[config.mk]
export PLATFORM = sky130hd
export DESIGN_NAME = spi_flash_op_sched
export DESIGN_NICKNAME = d
export VERILOG_FILES = /design/src/rtl/spi_flash_op_sched.sv
export SDC_FILE = /design/constraint.sdc
export NUM_CORES = 1
export LEC_CHECK = 0
export CELL_PAD_IN_SITES_DETAIL_PLACEMENT = 0
export CELL_PAD_IN_SITES_GLOBAL_PLACEMENT = 1
export CORE_MARGIN = 4
export CORE_UTILIZATION = 35
export CTS_BUF_LIST = sky130_fd_sc_hd__clkbuf_8
export DETAILED_ROUTE_END_ITERATION = 10
export GPL_ROUTABILITY_DRIVEN = 0
export PLACE_DENSITY = 0.71
export REMOVE_ABC_BUFFERS = 1
export SETUP_SLACK_MARGIN = 0.05
export SLEW_MARGIN = 20
export SYNTH_ARGS = -nofsm -noshare
export SYNTH_HDL_FRONTEND = slang
export SYNTH_SLANG_ARGS = --single-unit
[constraint.sdc]
create_clock -name sys_clk -period 2.45 [get_ports sys_clk]
set_input_delay 0.3675 -clock sys_clk [delete_from_list [all_inputs] [get_ports sys_clk]]
set_output_delay 0.3675 -clock sys_clk [all_outputs]
set_load 0.1 [all_outputs]
[src/rtl/spi_flash_op_sched.sv]
// Flash operation scheduler: expands one erase/program/read request into the
// WREN / command / address / data / RDSR-poll byte sequence for an SPI byte master.
module spi_flash_op_sched #(
   parameter int unsigned WAIT_PWRUP = 100,
   parameter int unsigned CS_GAP     = 10,
   parameter int unsigned POLL_LIMIT = 50000
) (
   input  logic        sys_clk,
   input  logic        sys_rst_n,
   input  logic        op_start,
   input  logic [1:0]  op_type,
   input  logic [23:0] op_addr,
   input  logic [8:0]  op_len,
   input  logic [7:0]  wdata,
   output logic        wdata_pop,
   output logic [7:0]  rdata,
   output logic        rdata_valid,
   output logic        op_busy,
   output logic        op_done,
   output logic        op_err,
   input  logic        send_done,
   input  logic [7:0]  data_rec,
   output logic        spi_start,
   output logic        spi_end,
   output logic [7:0]  data_send
);

   localparam int unsigned CNT_MAX = (WAIT_PWRUP > CS_GAP) ? WAIT_PWRUP : CS_GAP;
   localparam int unsigned CNT_W   = (CNT_MAX < 2) ? 1 : $clog2(CNT_MAX + 1);
   localparam int unsigned POLL_W  = (POLL_LIMIT < 2) ? 1 : $clog2(POLL_LIMIT + 1);
   localparam int unsigned LEN_W   = 9;

   localparam logic [7:0] OP_WREN  = 8'h06;
   localparam logic [7:0] OP_RDSR  = 8'h05;
   localparam logic [7:0] OP_ERASE = 8'hD8;
   localparam logic [7:0] OP_PROG  = 8'h02;
   localparam logic [7:0] OP_READ  = 8'h03;

   localparam logic [1:0] T_ERASE = 2'd0;
   localparam logic [1:0] T_PROG  = 2'd1;
   localparam logic [1:0] T_READ  = 2'd2;
   localparam logic [1:0] T_RSVD  = 2'd3;

   typedef enum logic [3:0] {
      S_PWRUP, S_IDLE, S_WREN, S_WREN_W, S_CMD, S_ADDR,
      S_DATA, S_GAP, S_POLL, S_POLL_W, S_DONE, S_ERR
   } state_e;

   state_e             state_q, state_d;
   state_e             gap_next_q, gap_next_d;
   logic [CNT_W-1:0]   cnt_q, cnt_d;
   logic [LEN_W-1:0]   byte_cnt_q, byte_cnt_d;
   logic [POLL_W-1:0]  poll_cnt_q, poll_cnt_d;
   logic               poll_ph_q, poll_ph_d;
   logic [1:0]         type_q, type_d;
   logic [23:0]        addr_q, addr_d;
   logic [LEN_W-1:0]   len_q, len_d;

   logic               spi_start_q, spi_start_d;
   logic               spi_end_q, spi_end_d;
   logic [7:0]         data_send_q, data_send_d;
   logic               wdata_pop_q, wdata_pop_d;
   logic [7:0]         rdata_q, rdata_d;
   logic               rdata_valid_q, rdata_valid_d;
   logic               op_busy_q, op_busy_d;
   logic               op_done_q, op_done_d;
   logic               op_err_q, op_err_d;

   logic [7:0]         cmd_byte;
   logic [LEN_W-1:0]   byte_inc;

   // State and output registers
   always_ff @(posedge sys_clk) begin
      if (!sys_rst_n) begin
         state_q       <= S_PWRUP;
         gap_next_q    <= S_PWRUP;
         cnt_q         <= '0;
         byte_cnt_q    <= '0;
         poll_cnt_q    <= '0;
         poll_ph_q     <= 1'b0;
         type_q        <= '0;
         addr_q        <= '0;
         len_q         <= '0;
         spi_start_q   <= 1'b0;
         spi_end_q     <= 1'b0;
         data_send_q   <= '0;
         wdata_pop_q   <= 1'b0;
         rdata_q       <= '0;
         rdata_valid_q <= 1'b0;
         op_busy_q     <= 1'b0;
         op_done_q     <= 1'b0;
         op_err_q      <= 1'b0;
      end else begin
         state_q       <= state_d;
         gap_next_q    <= gap_next_d;
         cnt_q         <= cnt_d;
         byte_cnt_q    <= byte_cnt_d;
         poll_cnt_q    <= poll_cnt_d;
         poll_ph_q     <= poll_ph_d;
         type_q        <= type_d;
         addr_q        <= addr_d;
         len_q         <= len_d;
         spi_start_q   <= spi_start_d;
         spi_end_q     <= spi_end_d;
         data_send_q   <= data_send_d;
         wdata_pop_q   <= wdata_pop_d;
         rdata_q       <= rdata_d;
         rdata_valid_q <= rdata_valid_d;
         op_busy_q     <= op_busy_d;
         op_done_q     <= op_done_d;
         op_err_q      <= op_err_d;
      end
   end

   // Next-state and registered-output logic
   always_comb begin
      state_d       = state_q;
      gap_next_d    = gap_next_q;
      cnt_d         = cnt_q;
      byte_cnt_d    = byte_cnt_q;
      poll_cnt_d    = poll_cnt_q;
      poll_ph_d     = poll_ph_q;
      type_d        = type_q;
      addr_d        = addr_q;
      len_d         = len_q;
      spi_start_d   = 1'b0;
      spi_end_d     = 1'b0;
      data_send_d   = data_send_q;
      wdata_pop_d   = 1'b0;
      rdata_d       = rdata_q;
      rdata_valid_d = 1'b0;
      op_done_d     = 1'b0;
      op_err_d      = 1'b0;
      byte_inc      = byte_cnt_q + LEN_W'(1);

      case (type_q)
         T_ERASE: cmd_byte = OP_ERASE;
         T_PROG:  cmd_byte = OP_PROG;
         default: cmd_byte = OP_READ;
      endcase

      case (state_q)
         S_PWRUP: begin
            if (cnt_q == CNT_W'(WAIT_PWRUP)) begin
               cnt_d   = '0;
               state_d = S_IDLE;
            end else begin
               cnt_d = cnt_q + CNT_W'(1);
            end
         end
         S_IDLE: begin
            if (op_start) begin
               type_d     = op_type;
               addr_d     = op_addr;
               len_d      = (op_len == '0) ? LEN_W'(1) : op_len;
               poll_cnt_d = '0;
               byte_cnt_d = '0;
               case (op_type)
                  T_RSVD:  state_d = S_ERR;
                  T_READ:  state_d = S_CMD;
                  default: state_d = S_WREN;
               endcase
            end
         end
         S_WREN: begin
            spi_start_d = 1'b1;
            data_send_d = OP_WREN;
            state_d     = S_WREN_W;
         end
         S_WREN_W: begin
            if (send_done) begin
               spi_end_d  = 1'b1;
               gap_next_d = S_CMD;
               cnt_d      = '0;
               state_d    = S_GAP;
            end
         end
         S_CMD: begin
            spi_start_d = 1'b1;
            data_send_d = cmd_byte;
            byte_cnt_d  = '0;
            state_d     = S_ADDR;
         end
         S_ADDR: begin
            // byte_cnt_q counts completed bytes of the frame: 0 = command done
            if (send_done) begin
               case (byte_cnt_q)
                  LEN_W'(0): begin data_send_d = addr_q[23:16]; byte_cnt_d = byte_inc; end
                  LEN_W'(1): begin data_send_d = addr_q[15:8];  byte_cnt_d = byte_inc; end
                  LEN_W'(2): begin data_send_d = addr_q[7:0];   byte_cnt_d = byte_inc; end
                  default: begin
                     byte_cnt_d = '0;
                     if (type_q == T_ERASE) begin
                        spi_end_d  = 1'b1;
                        gap_next_d = S_POLL;
                        cnt_d      = '0;
                        state_d    = S_GAP;
                     end else if (type_q == T_PROG) begin
                        data_send_d = wdata;
                        wdata_pop_d = 1'b1;
                        state_d     = S_DATA;
                     end else begin
                        data_send_d = 8'h00;
                        state_d     = S_DATA;
                     end
                  end
               endcase
            end
         end
         S_DATA: begin
            if (send_done) begin
               byte_cnt_d = byte_inc;
               if (type_q == T_READ) begin
                  rdata_d       = data_rec;
                  rdata_valid_d = 1'b1;
               end
               if (byte_inc == len_q) begin
                  spi_end_d  = 1'b1;
                  byte_cnt_d = '0;
                  gap_next_d = (type_q == T_READ) ? S_DONE : S_POLL;
                  cnt_d      = '0;
                  state_d    = S_GAP;
               end else if (type_q == T_PROG) begin
                  data_send_d = wdata;
                  wdata_pop_d = 1'b1;
               end else begin
                  data_send_d = 8'h00;
               end
            end
         end
         S_GAP: begin
            if (cnt_q == CNT_W'(CS_GAP)) begin
               cnt_d   = '0;
               state_d = gap_next_q;
            end else begin
               cnt_d = cnt_q + CNT_W'(1);
            end
         end
         S_POLL: begin
            spi_start_d = 1'b1;
            data_send_d = OP_RDSR;
            poll_ph_d   = 1'b0;
            state_d     = S_POLL_W;
         end
         S_POLL_W: begin
            // Phase 0 finishes the opcode byte, phase 1 returns the status byte
            if (send_done) begin
               if (!poll_ph_q) begin
                  data_send_d = 8'h00;
                  poll_ph_d   = 1'b1;
               end else begin
                  spi_end_d = 1'b1;
                  poll_ph_d = 1'b0;
                  if (!data_rec[0]) begin
                     state_d = S_DONE;
                  end else if (poll_cnt_q == POLL_W'(POLL_LIMIT)) begin
                     state_d = S_ERR;
                  end else begin
                     poll_cnt_d = poll_cnt_q + POLL_W'(1);
                     gap_next_d = S_POLL;
                     cnt_d      = '0;
                     state_d    = S_GAP;
                  end
               end
            end
         end
         S_DONE: begin
            op_done_d = 1'b1;
            state_d   = S_IDLE;
         end
         S_ERR: begin
            op_done_d = 1'b1;
            op_err_d  = 1'b1;
            state_d   = S_IDLE;
         end
         default: state_d = S_IDLE;
      endcase

      op_busy_d = (state_d != S_IDLE);
   end

   assign spi_start   = spi_start_q;
   assign spi_end     = spi_end_q;
   assign data_send   = data_send_q;
   assign wdata_pop   = wdata_pop_q;
   assign rdata       = rdata_q;
   assign rdata_valid = rdata_valid_q;
   assign op_busy     = op_busy_q;
   assign op_done     = op_done_q;
   assign op_err      = op_err_q;

endmodule
==> impl_metrics.py, run 1 <==
metrics = {
    "setup_path": {
        "slowest_delay_ns": 0.39,
        "worstPathCellList": "buf_4 -> and2_2 -> a211o_1 -> a31oi_4 -> a2111oi_4 -> buf_6 -> buf_4 -> o21ai_0 -> a32oi_1 -> nor2_1",
        "worstReg2RegStart": "byte_cnt_q[2]",
        "cp.required_ns": 2.77,
        "worstPathMaxFanout": 8,
        "rr_worst_depth": 10,
        "slowest_stage": "dfxtp_4",
        "worstSetupEndpointType": "register",
        "r2r_slack_ns": 0.13,
        "cp.arrival_ns": 2.63,
        "crit_path_frequent_cell": "buf_4",
        "critPathKind": "reg2reg",
        "critPathLaunchType": "register",
        "r2r-end": "byte_cnt_q[1]",
    },
    "sta": {
        "fin_crit_sh_pct": 94.6,
        "rsz0062_at_grt": "true",
        "setup_viol": 0,
        "hold_viol_final": 0,
        "max_freq_mhz": 431,
        "slew_violations": 0,
        "setup_slack_ns": 0.132,
        "skew_ns": 0.00840,
        "tightest_slew_ns": 0.515,
        "post-route-min-period_ns": 2.32,
        "slew_headroom_pct": 65.3,
        "whs_ns": 0.464,
    },
    "floorplan": {
        "rows": 44,
        "coreArea_um2": 14500,
        "start_util_pct": 35.7,
        "die_h_um": 130,
        "pin_count": 78,
        "dieArea_um2": 16800,
        "die_x_um": 130,
    },
    "outcome": {
        "outcome": "finished clean",
    },
    "power": {
        "power.share.sequential_pct": 51.2,
        "power_leakage_nw": 2.47,
        "p_per_area_nw_per_um2": 460,
        "p_int_mw": 2.47,
        "p_sw_mw": 0.657,
        "swShare_pct": 21.0,
        "ir_worst_vdd_mv": 0.310,
        "power_frac_clock_pct": 42.9,
        "power_frac_comb_pct": 5.9,
    },
    "min_path": {
        "hold_depth": 2,
        "hold_start": "addr_q[21]",
        "hold_class": "reg2reg",
        "min_to": "addr_q[21]",
    },
    "route": {
        "vias_per_cell": 5.48,
        "routed_wl_mm": 15.4,
        "vias": 5164,
        "post_drt_wl_per_cell_um": 16.4,
        "drt_iter0_drc": 462,
        "drtPass1Iterations": 8,
        "ant_nets": 0,
        "drc": 0,
    },
    "final_layout": {
        "nets": 818,
        "synthToLayoutAreaGrowth_pct": 31.3,
        "drive_gt1_share_pct": 19.1,
        "num_antenna_cells": 0,
        "nFillCells": 1455,
    },
    "clocking": {
        "cts_tree": "yes",
        "clk_transition_reported_paths_ns": 0.09,
        "clock-root-buffer": "clkbuf_8",
        "holdBufCountCts": 0,
        "cts_made_buffers": 9,
        "cts_sinks": 98,
        "clk_latency_ns": 0.37,
        "h-tree-depth": 3,
        "clk_path_buf_depth": 2,
    },
    "synthesis": {
        "synth_cell_types": 69,
        "synth-edff-count": 0,
        "ys_warn_count": 0,
        "yosys_most_used_dff": "dfxtp_1",
        "syn_area_um2": 5170,
        "synth_seq_cells": 98,
        "synth-async-reset-ratio_pct": 0,
        "synth.avg_cell_area_um2": 7.94,
        "synth_cells": 651,
        "seq_area_frac_synth_pct": 37.9,
    },
    "global_route": {
        "grt_pass1_vias": 4997,
        "grt_max_degree": 45,
        "overflow": 0,
        "grt_usage_pct": 18.7,
        "antenna_found_initial": 0,
        "grt_first_pass_wirelength_mm": 25.3,
    },
    "place": {
        "io_buffers": 77,
        "hpwl_mm": 11.2,
        "place_ws_ns": -0.0195,
    },
    "flow_run": {
        "drv_cap": 0,
    },
}
kinds of logic after synthesis:
logic type / synth area share (%)
simple gates: 26.7
compound gates: 22.0
xor+xnor: 3.51
fa+ha+maj: 2.18
mux: 1.94
flops: 37.9
buf+inv: 5.78
per-layer routing:
layer / up-vias / wire, µm / global-route usage [%]
li1: 2537 / - / -
met1: 2446 / 7300 / 25.4
met2: 154 / 7090 / 30.0
met3: 27 / 793 / 4.00
met4: 0 / 267 / 5.81
met5: - / 0 / 0
placed cells by master, fill, tap and decap left out, types with 3 or more instances in the layout:
cell type | Yosys | layout
o21ai_1 | 1 | 4
inv_1 | 17 | 15
mux2i_1 | 10 | 10
a211o_1 | 3 | 3
and3_1 | 13 | 12
buf_4 | 2 | 75
nand4_1 | 7 | 7
a31oi_1 | 8 | 6
a21oi_1 | 64 | 63
a221oi_1 | 3 | 3
a211oi_1 | 5 | 4
clkbuf_8 | 4 | 9
o2111ai_1 | 6 | 4
nor2_1 | 49 | 49
nor3_1 | 18 | 17
and2_1 | 4 | 3
dfxtp_1 | 98 | 88
clkdlybuf4s50_1 | 0 | 54
inv_2 | 0 | 3
bufinv_16 | 0 | 4
nand3_1 | 28 | 27
o211ai_1 | 5 | 5
and4_1 | 4 | 4
nor2b_1 | 17 | 17
a222oi_1 | 8 | 8
o22ai_1 | 4 | 4
xnor2_1 | 8 | 6
or3_1 | 3 | 3
nand2b_1 | 9 | 9
nor4_1 | 6 | 4
o21ai_0 | 42 | 38
xor2_1 | 10 | 10
nand2_1 | 104 | 104
dfxtp_4 | 0 | 4
dfxtp_2 | 0 | 6
ha_1 | 9 | 6
cell type report:
type	instances	area (µm²)	share of cell area, %
repair buffers	134	1170	17.2
clock inverters	6	131	1.93
inverters	18	67.6	0.995
multi-input cells	493	3090	45.5
well taps	184	230	3.39
flip-flops and latches	98	1980	29.2
clock buffers	9	124	1.82
power by group through the flow:
stage / clock, mW / combinational (mW) / sequential, mW
CTS: 1.38 / 0.183 / 1.61
global placement: 0 / 0.180 / 1.64
global route: 1.44 / 0.199 / 1.60
detailed placement: 0 / 0.181 / 1.64
floorplan: 0 / 0.0408 / 1.65
finish: 1.34 / 0.185 / 1.60
repair_timing:
action | CTS | global route
endpoints found under the setup margin | 13 | 31
pin swaps | 6 | 14
gates cloned | 0 | 1
hold endpoints to repair | 0 | 0
buffers inserted | 7 | 0
gates resized for setup | 14 | 42
how the worst max path moves through the flow:
stage,startpoint,endpoint
6_report,byte_cnt_q[2],byte_cnt_q[1]
5_1_grt,byte_cnt_q[5],data_send[1]
4_1_cts,byte_cnt_q[0],data_send[1]
3_5_place_dp,byte_cnt_q[3],data_send[1]
3_3_place_gp,byte_cnt_q[3],data_send[1]
2_1_floorplan,state_q[0],poll_cnt_q[12]
cells in the mapped netlist, types with 3 or more instances:
| cell type | count | share of area [%] |
|---|---|---|
| mux2i_1 | 10 | 1.9 |
| buf_6 | 3 | 0.65 |
| a211o_1 | 3 | 0.51 |
| inv_1 | 17 | 1.2 |
| nor2b_1 | 17 | 2.1 |
| and3_1 | 13 | 1.6 |
| buf_2 | 3 | 0.29 |
| nor3_1 | 18 | 1.7 |
| xnor2_1 | 8 | 1.4 |
| nor2_1 | 49 | 3.6 |
| clkbuf_8 | 4 | 1.1 |
| a31oi_1 | 8 | 0.97 |
| dfxtp_1 | 98 | 38 |
| nor4_1 | 6 | 0.73 |
| nand3_1 | 28 | 2.7 |
| or3_1 | 3 | 0.36 |
| a32oi_1 | 3 | 0.51 |
| nand2_1 | 104 | 7.5 |
| and4_1 | 4 | 0.68 |
| a211oi_1 | 5 | 0.73 |
| a21oi_1 | 64 | 6.2 |
| o2111ai_1 | 6 | 1.0 |
| o211ai_1 | 5 | 0.73 |
| and2_1 | 4 | 0.48 |
| ha_1 | 9 | 2.2 |
| nand2b_1 | 9 | 1.1 |
| xor2_1 | 10 | 1.7 |
| o21ai_0 | 42 | 4.1 |
| nand4_1 | 7 | 0.85 |
| a221oi_1 | 3 | 0.51 |
| o22ai_1 | 4 | 0.48 |
| a222oi_1 | 8 | 1.5 |
| clkbuf_1 | 29 | 2.1 |
through the flow:
| stage | instance area [µm²] | cells | utilization (%) | total power, mW | TNS (ns) |
|---|---|---|---|---|---|
| after floorplan | 4940 | 609 | - | 1.69 | -6.46 |
| after global placement | 6260 | 919 | 43.3 | 1.82 | -0.0553 |
| after detailed placement | 6260 | 919 | 43.3 | 1.82 | -0.0209 |
| after CTS | 6630 | 941 | 45.8 | 3.17 | 0 |
| after global routing | 6790 | 942 | 46.9 | 3.25 | 0 |
| final | 6790 | 942 | 46.9 | 3.13 | 0 |
critical path, delay by kind of cell (launching register included):
kind,cells,cell delay (ns)
compound gates,5,1.09
buf+inv,3,0.46
flops,1,0.39
simple gates,2,0.31
flip-flops by register name (all words and copies together) (netlist names):
register and cells:
rdata 8, op_busy 1, spi_start 1, op_err 1, state_q 4, len_q 9
cnt_q 7, poll_ph_q 1, rdata_valid 1, addr_q 24, op_done 1, gap_next_q 3
type_q 2, spi_end 1, byte_cnt_q 9, data_send 8, poll_cnt_q 16, wdata_pop 1
Note: power is estimated with default switching activity, not from simulation.
==> run 2: changes to the inputs <==
--- a/config.mk
+++ b/config.mk
@@ -12,6 +12,7 @@
 export CTS_BUF_LIST = sky130_fd_sc_hd__clkbuf_8
 export DETAILED_ROUTE_END_ITERATION = 10
 export GPL_ROUTABILITY_DRIVEN = 0
+export HOLD_SLACK_MARGIN = 0.03
 export PLACE_DENSITY = 0.71
 export REMOVE_ABC_BUFFERS = 1
 export SETUP_SLACK_MARGIN = 0.05
==> results of run 2 <==
Final layout, timing and power as in run 1 (identical DEF).
